`src/rtl/stack_mips_controller.sv`:
```
// Multi-cycle Moore control FSM for the stack-based 8-bit MIPS core: sequences fetch/decode/execute
// for the eight stack instructions. Outputs decode the current state only and are forced low while rst is high.
module stack_mips_controller (
    input  logic       clk,
    input  logic       rst,
    input  logic [2:0] OPC,
    output logic       push,
    output logic       pop,
    output logic       tos,
    output logic       PCWrite,
    output logic       PCWriteCond,
    output logic       IorD,
    output logic       MemRead,
    output logic       MemWrite,
    output logic       IRWrite,
    output logic       StackSrc,
    output logic       ldA,
    output logic       ldB,
    output logic [1:0] ALUSrcA,
    output logic       ALUSrcB,
    output logic       PCSrc,
    output logic [1:0] ALUControl
);

    typedef enum logic [4:0] {
        S_IF    = 5'd0,
        S_ID    = 5'd1,
        S_POPA  = 5'd2,
        S_POPB  = 5'd3,
        S_LDB   = 5'd4,
        S_EXE   = 5'd5,
        S_PUSHR = 5'd6,
        S_POPN  = 5'd7,
        S_LDBN  = 5'd8,
        S_EXEN  = 5'd9,
        S_MEMRD = 5'd10,
        S_PUSHM = 5'd11,
        S_POPM  = 5'd12,
        S_LDAM  = 5'd13,
        S_MEMWR = 5'd14,
        S_JMP   = 5'd15,
        S_TOS   = 5'd16,
        S_LDAZ  = 5'd17,
        S_JZ    = 5'd18
    } state_e;

    // Plain vector so the 13 unused encodings stay representable and recover to IF.
    logic [4:0] state_q;
    logic [4:0] state_d;

    always_comb begin
        state_d = S_IF;
        case (state_q)
            S_IF:    state_d = S_ID;
            S_ID: begin
                case (OPC)
                    3'b000, 3'b001, 3'b010: state_d = S_POPA;
                    3'b011:                 state_d = S_POPN;
                    3'b100:                 state_d = S_MEMRD;
                    3'b101:                 state_d = S_POPM;
                    3'b110:                 state_d = S_JMP;
                    3'b111:                 state_d = S_TOS;
                endcase
            end
            S_POPA:  state_d = S_POPB;
            S_POPB:  state_d = S_LDB;
            S_LDB:   state_d = S_EXE;
            S_EXE:   state_d = S_PUSHR;
            S_PUSHR: state_d = S_IF;
            S_POPN:  state_d = S_LDBN;
            S_LDBN:  state_d = S_EXEN;
            S_EXEN:  state_d = S_PUSHR;
            S_MEMRD: state_d = S_PUSHM;
            S_PUSHM: state_d = S_IF;
            S_POPM:  state_d = S_LDAM;
            S_LDAM:  state_d = S_MEMWR;
            S_MEMWR: state_d = S_IF;
            S_JMP:   state_d = S_IF;
            S_TOS:   state_d = S_LDAZ;
            S_LDAZ:  state_d = S_JZ;
            S_JZ:    state_d = S_IF;
            default: state_d = S_IF;
        endcase
    end

    always_ff @(posedge clk) begin
        if (rst) begin
            state_q <= S_IF;
        end else begin
            state_q <= state_d;
        end
    end

    always_comb begin
        push        = 1'b0;
        pop         = 1'b0;
        tos         = 1'b0;
        PCWrite     = 1'b0;
        PCWriteCond = 1'b0;
        IorD        = 1'b0;
        MemRead     = 1'b0;
        MemWrite    = 1'b0;
        IRWrite     = 1'b0;
        StackSrc    = 1'b0;
        ldA         = 1'b0;
        ldB         = 1'b0;
        ALUSrcA     = 2'b00;
        ALUSrcB     = 1'b0;
        PCSrc       = 1'b0;
        ALUControl  = 2'b00;
        if (!rst) begin
            case (state_q)
                S_IF: begin
                    MemRead = 1'b1;
                    IRWrite = 1'b1;
                    ALUSrcB = 1'b1;
                    PCWrite = 1'b1;
                end
                S_POPA, S_POPN, S_POPM: pop = 1'b1;
                S_POPB: begin
                    ldA = 1'b1;
                    pop = 1'b1;
                end
                S_LDB, S_LDBN: ldB = 1'b1;
                // OPC[1:0] is still the ALU op here since IR only reloads in IF.
                S_EXE: begin
                    ALUSrcA    = 2'b10;
                    ALUControl = OPC[1:0];
                end
                S_EXEN: begin
                    ALUSrcA    = 2'b01;
                    ALUControl = 2'b01;
                end
                S_PUSHR: push = 1'b1;
                S_MEMRD: begin
                    IorD    = 1'b1;
                    MemRead = 1'b1;
                end
                S_PUSHM: begin
                    push     = 1'b1;
                    StackSrc = 1'b1;
                end
                S_LDAM, S_LDAZ: ldA = 1'b1;
                S_MEMWR: begin
                    IorD     = 1'b1;
                    MemWrite = 1'b1;
                end
                S_JMP: begin
                    PCSrc   = 1'b1;
                    PCWrite = 1'b1;
                end
                S_TOS: tos = 1'b1;
                S_JZ: begin
                    PCSrc       = 1'b1;
                    PCWriteCond = 1'b1;
                end
                default: ;
            endcase
        end
    end

endmodule

```
`config.mk`:
```
export PLATFORM = sky130hd
export DESIGN_NAME = stack_mips_controller
export DESIGN_NICKNAME = d
export VERILOG_FILES = /design/src/rtl/stack_mips_controller.sv
export SDC_FILE = /design/constraint.sdc
export NUM_CORES = 1
export LEC_CHECK = 0
export CORE_MARGIN = 10
export CORE_UTILIZATION = 45
export DETAILED_ROUTE_END_ITERATION = 7
export GPL_ROUTABILITY_DRIVEN = 0
export PLACE_DENSITY = 0.88
export SYNTH_ARGS = -nofsm -noshare
export SYNTH_HDL_FRONTEND = slang
export SYNTH_SLANG_ARGS = --single-unit
export TNS_END_PERCENT = 50
```
`constraint.sdc`:
```
create_clock -name clk -period 1.9 [get_ports clk]
set_input_delay 0.475 -clock clk [delete_from_list [all_inputs] [get_ports clk]]
set_output_delay 0.475 -clock clk [all_outputs]
set_load 0.005 [all_outputs]
```
# Yosys cells after proc, flatten, opt, wreduce, memory -nomap -nowiden
# Memory sizes are Yosys's and may differ from the RTL's.
# Index checks and enable logic that the tools add are counted.
# word_totals
reg_bits,5
rom_bits,40
in_bits,5
out_inout_bits,18
wordCells,61
memories,1
# memory_table
memory,depth,width,read_ports,rd_ports_with_merged_regs,wr,line_no,source
(name not given),8,5,1,0,0,56,case (OPC)
# op_classes
eq_ne,18
mux,31
reduce_logical,10
# op_table
operator,count
5-bit case mux with 13 select lines,1
"5-bit by 4-bit == test with 1-bit output, second input constant",8
1-bit two-way mux,26
"5-bit by 3-bit == test with 1-bit output, second input constant",4
"5-bit == test, second input constant",3
2-bit OR reduction,7
"5-bit by 2-bit == test with 1-bit output, second input constant",2
2-bit case mux with 2 select lines,2
"5-bit by 1-bit == test with 1-bit output, second input constant",1
5-bit zero test,1
2-bit two-way mux,2
4-bit OR reduction,1
3-bit OR reduction,1

# Longest topological paths before layout
# depth
word_depth,4
mapped_depth,6
depth_no_buf,6

# Worst setup path before layout
# OpenSTA, ideal clock, no wires.
# synth_timing
path_kind,in2out
from,input rst
to,output IRWrite
t_arrival_ps,1416
required_time_ps,1425
path_slack_ps,9
path_stages,5
path_buffers,2
path_cell_list,clkbuf_1 > inv_1 > nand2_1 > nor4_1 > buf_4
# synth_between
elab_chain_len,1
# synth_rtl
element,line_no,source
"start, declared",5,"input logic rst,"
1-bit two-way mux,-,
"end, declared",15,"output logic IRWrite,"
# No other way between the ends.

# Final worst setup path
# layout_timing
from,register state_q[2]
to,output ldA
# layout_between
elab_chain_len,4
word_cells_on_any_way,6
cone_classes,3 x eq/ne; 2 x mux; 1 x reduce/logical
# layout_rtl
element,line_no,source
"start, declared",48,logic [4:0] state_q;
"start signal, assigned",90,state_q <= state_d;
5-bit by 4-bit == test with 1-bit output (tied with other cells),112,case (state_q)
3-bit OR reduction (no source line) *,-,
1-bit two-way mux *,112,
1-bit two-way mux *,111,if (!rst) begin
"end, declared",17,"output logic ldA,"
# Every way passes the cells marked *; elsewhere a longest branch is shown, timed or not.

==> results.toml <==
[timing]
rsz0062_at_grt = "yes"
period_minus_slack_ns = 1.945
setup_tns_ns = -0.04861
period_share = 1.024
setup_slack_ns = -0.04492
timing.fmax_mhz = 514.2
tightest_slew_ns = 0.2865
finalSetupViolations = 2
relSlewSlack = 0.8072
slew_viol_final = 0
clock_skew_ns = 0.008791
finalHoldViolCount = 0

[synth]
async_flop_share = 0
synth_xor_area_frac = 0.03407
synth_compound_area_frac = 0.2283
syn-cell-area_um2 = 734.5
synthCells = 93
synthMuxAreaShare = 0.02896
synth_fa_ha_area_frac = 0.05111
syn-mean-instance-area_um2 = 7.897
synth.distinct_cells = 46
ys_seq_elements = 5
yosys.area_share.simple = 0.4293
yosysWarnings = 0
syn-num-nets = 101
seq_area_frac_synth = 0.1363
synth_ff_type = "dfxtp_1"
synth_edf_count = 0
synth_top_family_by_area = "simple AND/OR/NAND/NOR gates"

[setup_path]
rr_startpoint = "state_q[3]"
cp_slowest_cell = "dfxtp_4"
criticalPathCategory = "reg2out"
cp_max_fo = 6
worstRegToRegCells = 6
cp.depth = 5
worstReg2RegEnd = "state_q[1]"
crit_path_end = "ldA"
reg2reg_slack_ns = 0.33
slowest_delay_ns = 0.40
cp-startpoint = "state_q[2]"
critPathRequiredTime_ns = 1.42
worstPathCellList = "clkinvlp_4 > buf_6 > o21ai_4 > o2111a_1 > buf_2"
cp_data_arrival_time_ns = 1.47
crit_family = "buffers and inverters"
endpoint_kind = "output port"
start_kind = "register"
critPathBufInv = 3

[cells_and_area]
areaGrowthSynthToFinish_pct = 74.79
n_antenna_cell = 0
instances_no_fill = 161
largest-register = "state_q"
largest_reg_flops = 5
fin_nets = 154
post-route-util = 0.8424
largest_registers = "state_q x5"
drive_gt1_frac = 0.6414
design_area_um2 = 1284

[global_route]
grt_max_degree = 12
antenna_found_initial = 0
grt_use_total = 0.1570
grt_pass1_vias = 933
overflow = 0
grt_first_pass_wirelength_mm = 4.491

[die]
die_area_um2 = 3648
die-height_um = 60.40
initial_core_util = 0.4819
pin_count = 23
die_w_um = 60.40
fp-row-count = 14
core_um2 = 1524

[clock_network]
clock_sinks = 5
cts_tree = "built"
cts_made_buffers = 3
cts.hold.buffers_added = 0
cts_max_level = 1
root_buffer = "clkbuf_4"
cts_buffer_depth = 2
clk-insertion-delay-late_ns = 0.25
path_clk_slew_ns = 0.05

[power]
vdd_drop_max_uv = 890.0
power_density_nw_per_um2 = 1017
p_leak_nw = 0.5701

[routing]
viasPerCell = 5.932
drc = 0
wl_met3_um = 204
maxUsedRoutingLayer = "met4"
ant_nets = 0
first_pass_iters = 4
drt_iter0_markers = 22
routedWlPerCell_um = 19.14
wl_met1_mm = 1.306
dr_wl_met2_mm = 1.482
drt_wl_total_mm = 3.082
routed-via-count = 955

[job]
cap_viol_max_count = 0

[run_status]
violations = "setup timing"
outcome = "finished with violations"

[worst_hold_path]
hold_class = "in2reg"
hold_depth = 4

[placed_design]
portBuffers = 22
dp_hpwl_mm = 2.009
dp.cells = 151
placed_area_um2 = 1149
cells in the mapped netlist (2+ instances only):
master	instances	area share
ha_1	3	0.051
nor3b_1	2	0.020
a21oi_1	6	0.041
nand2b_1	2	0.017
nor4_1	5	0.043
nand3b_1	2	0.020
nor2_1	6	0.031
and2_1	2	0.017
dfxtp_1	5	0.14
o21ai_0	2	0.014
buf_2	3	0.020
nor2b_1	3	0.026
inv_1	3	0.015
o31a_1	3	0.036
or2_2	2	0.017
buf_4	3	0.031
nand2_1	4	0.020
nor3_1	9	0.061
layer usage:
layer,vias to the layer above,track usage
li1,443,-
met1,457,0.1629
met2,45,0.2926
met3,10,0.03132
met4,0,0.07372
met5,-,0
repair_timing:
item                       CTS  global route
cloned                       0             0
gates resized for setup     77            21
hold endpoints to repair     0             0
setup endpoints to repair   18            14
buffers inserted             5             1
pin swaps                    8             5
metrics by stage:
step	power, mW	setup WS (ns)	hold slack (ns)
6_report	1.306	-0.04492	0.8026
4_1_cts	1.196	-0.03468	0.7612
5_1_grt	1.370	-0.07205	0.8149
2_1_floorplan	0.6291	0.009178	0.6544
3_3_place_gp	0.9647	-0.5594	0.7226
3_5_place_dp	1.002	-0.6777	0.7444
area by class of cell:
class / count / area [um2]
Inverter: 3 / 15.01
Tap cell: 16 / 20.02
Timing Repair Buffer: 57 / 429.2
Clock buffer: 4 / 26.28
Multi-Input combinational cell: 76 / 685.7
Fill cell: 89 / 240.2
Sequential cell: 5 / 107.6
cells by family after synthesis:
kind of cell,Yosys count
DFF,5
buffers and inverters,12
muxes,2
adders and majority gates,3
and+or+nand+nor,47
xor gates and xnor gates,2
AOI/OAI and AO/OA,22
where the power goes:
part | total [mW] | internal [mW] | leakage (nW) | switching (mW)
registers | 0.191 | 0.140 | 0.0428 | 0.0505
logic | 0.990 | 0.503 | 0.512 | 0.487
clock network | 0.126 | 0.0796 | 0.0150 | 0.0461
worst reg2reg max path: stages, from the launching register on:
cell	delay, ns
dfxtp_2	0.35
buf_4	0.18
xnor2_2	0.28
buf_4	0.18
a2bb2oi_2	0.13
nor2_1	0.06
o31a_1	0.29
worst min-delay path by stage:
| stage | start | endpoint | slack (ns) |
|---|---|---|---|
| 6_report | rst | state_q[3] | 0.80 |
| 5_1_grt | rst | state_q[3] | 0.81 |
| 3_5_place_dp | state_q[4] | state_q[1] | 0.74 |
| 2_1_floorplan | OPC[2] | state_q[4] | 0.65 |
| 4_1_cts | rst | state_q[3] | 0.76 |
| 3_3_place_gp | state_q[4] | state_q[2] | 0.72 |
layout by cell type, fill, tap and decap left out, types with 3 or more instances in the layout:
cell type	count
a21oi_1	5
ha_1	3
clkbuf_4	3
nand2b_4	3
o31a_1	3
dfxtp_2	3
nor3_2	8
nor2b_1	3
buf_2	11
clkbuf_2	4
nor2_1	5
buf_4	32
clkdlybuf4s50_1	3
(Power assumes the default switching activity.)
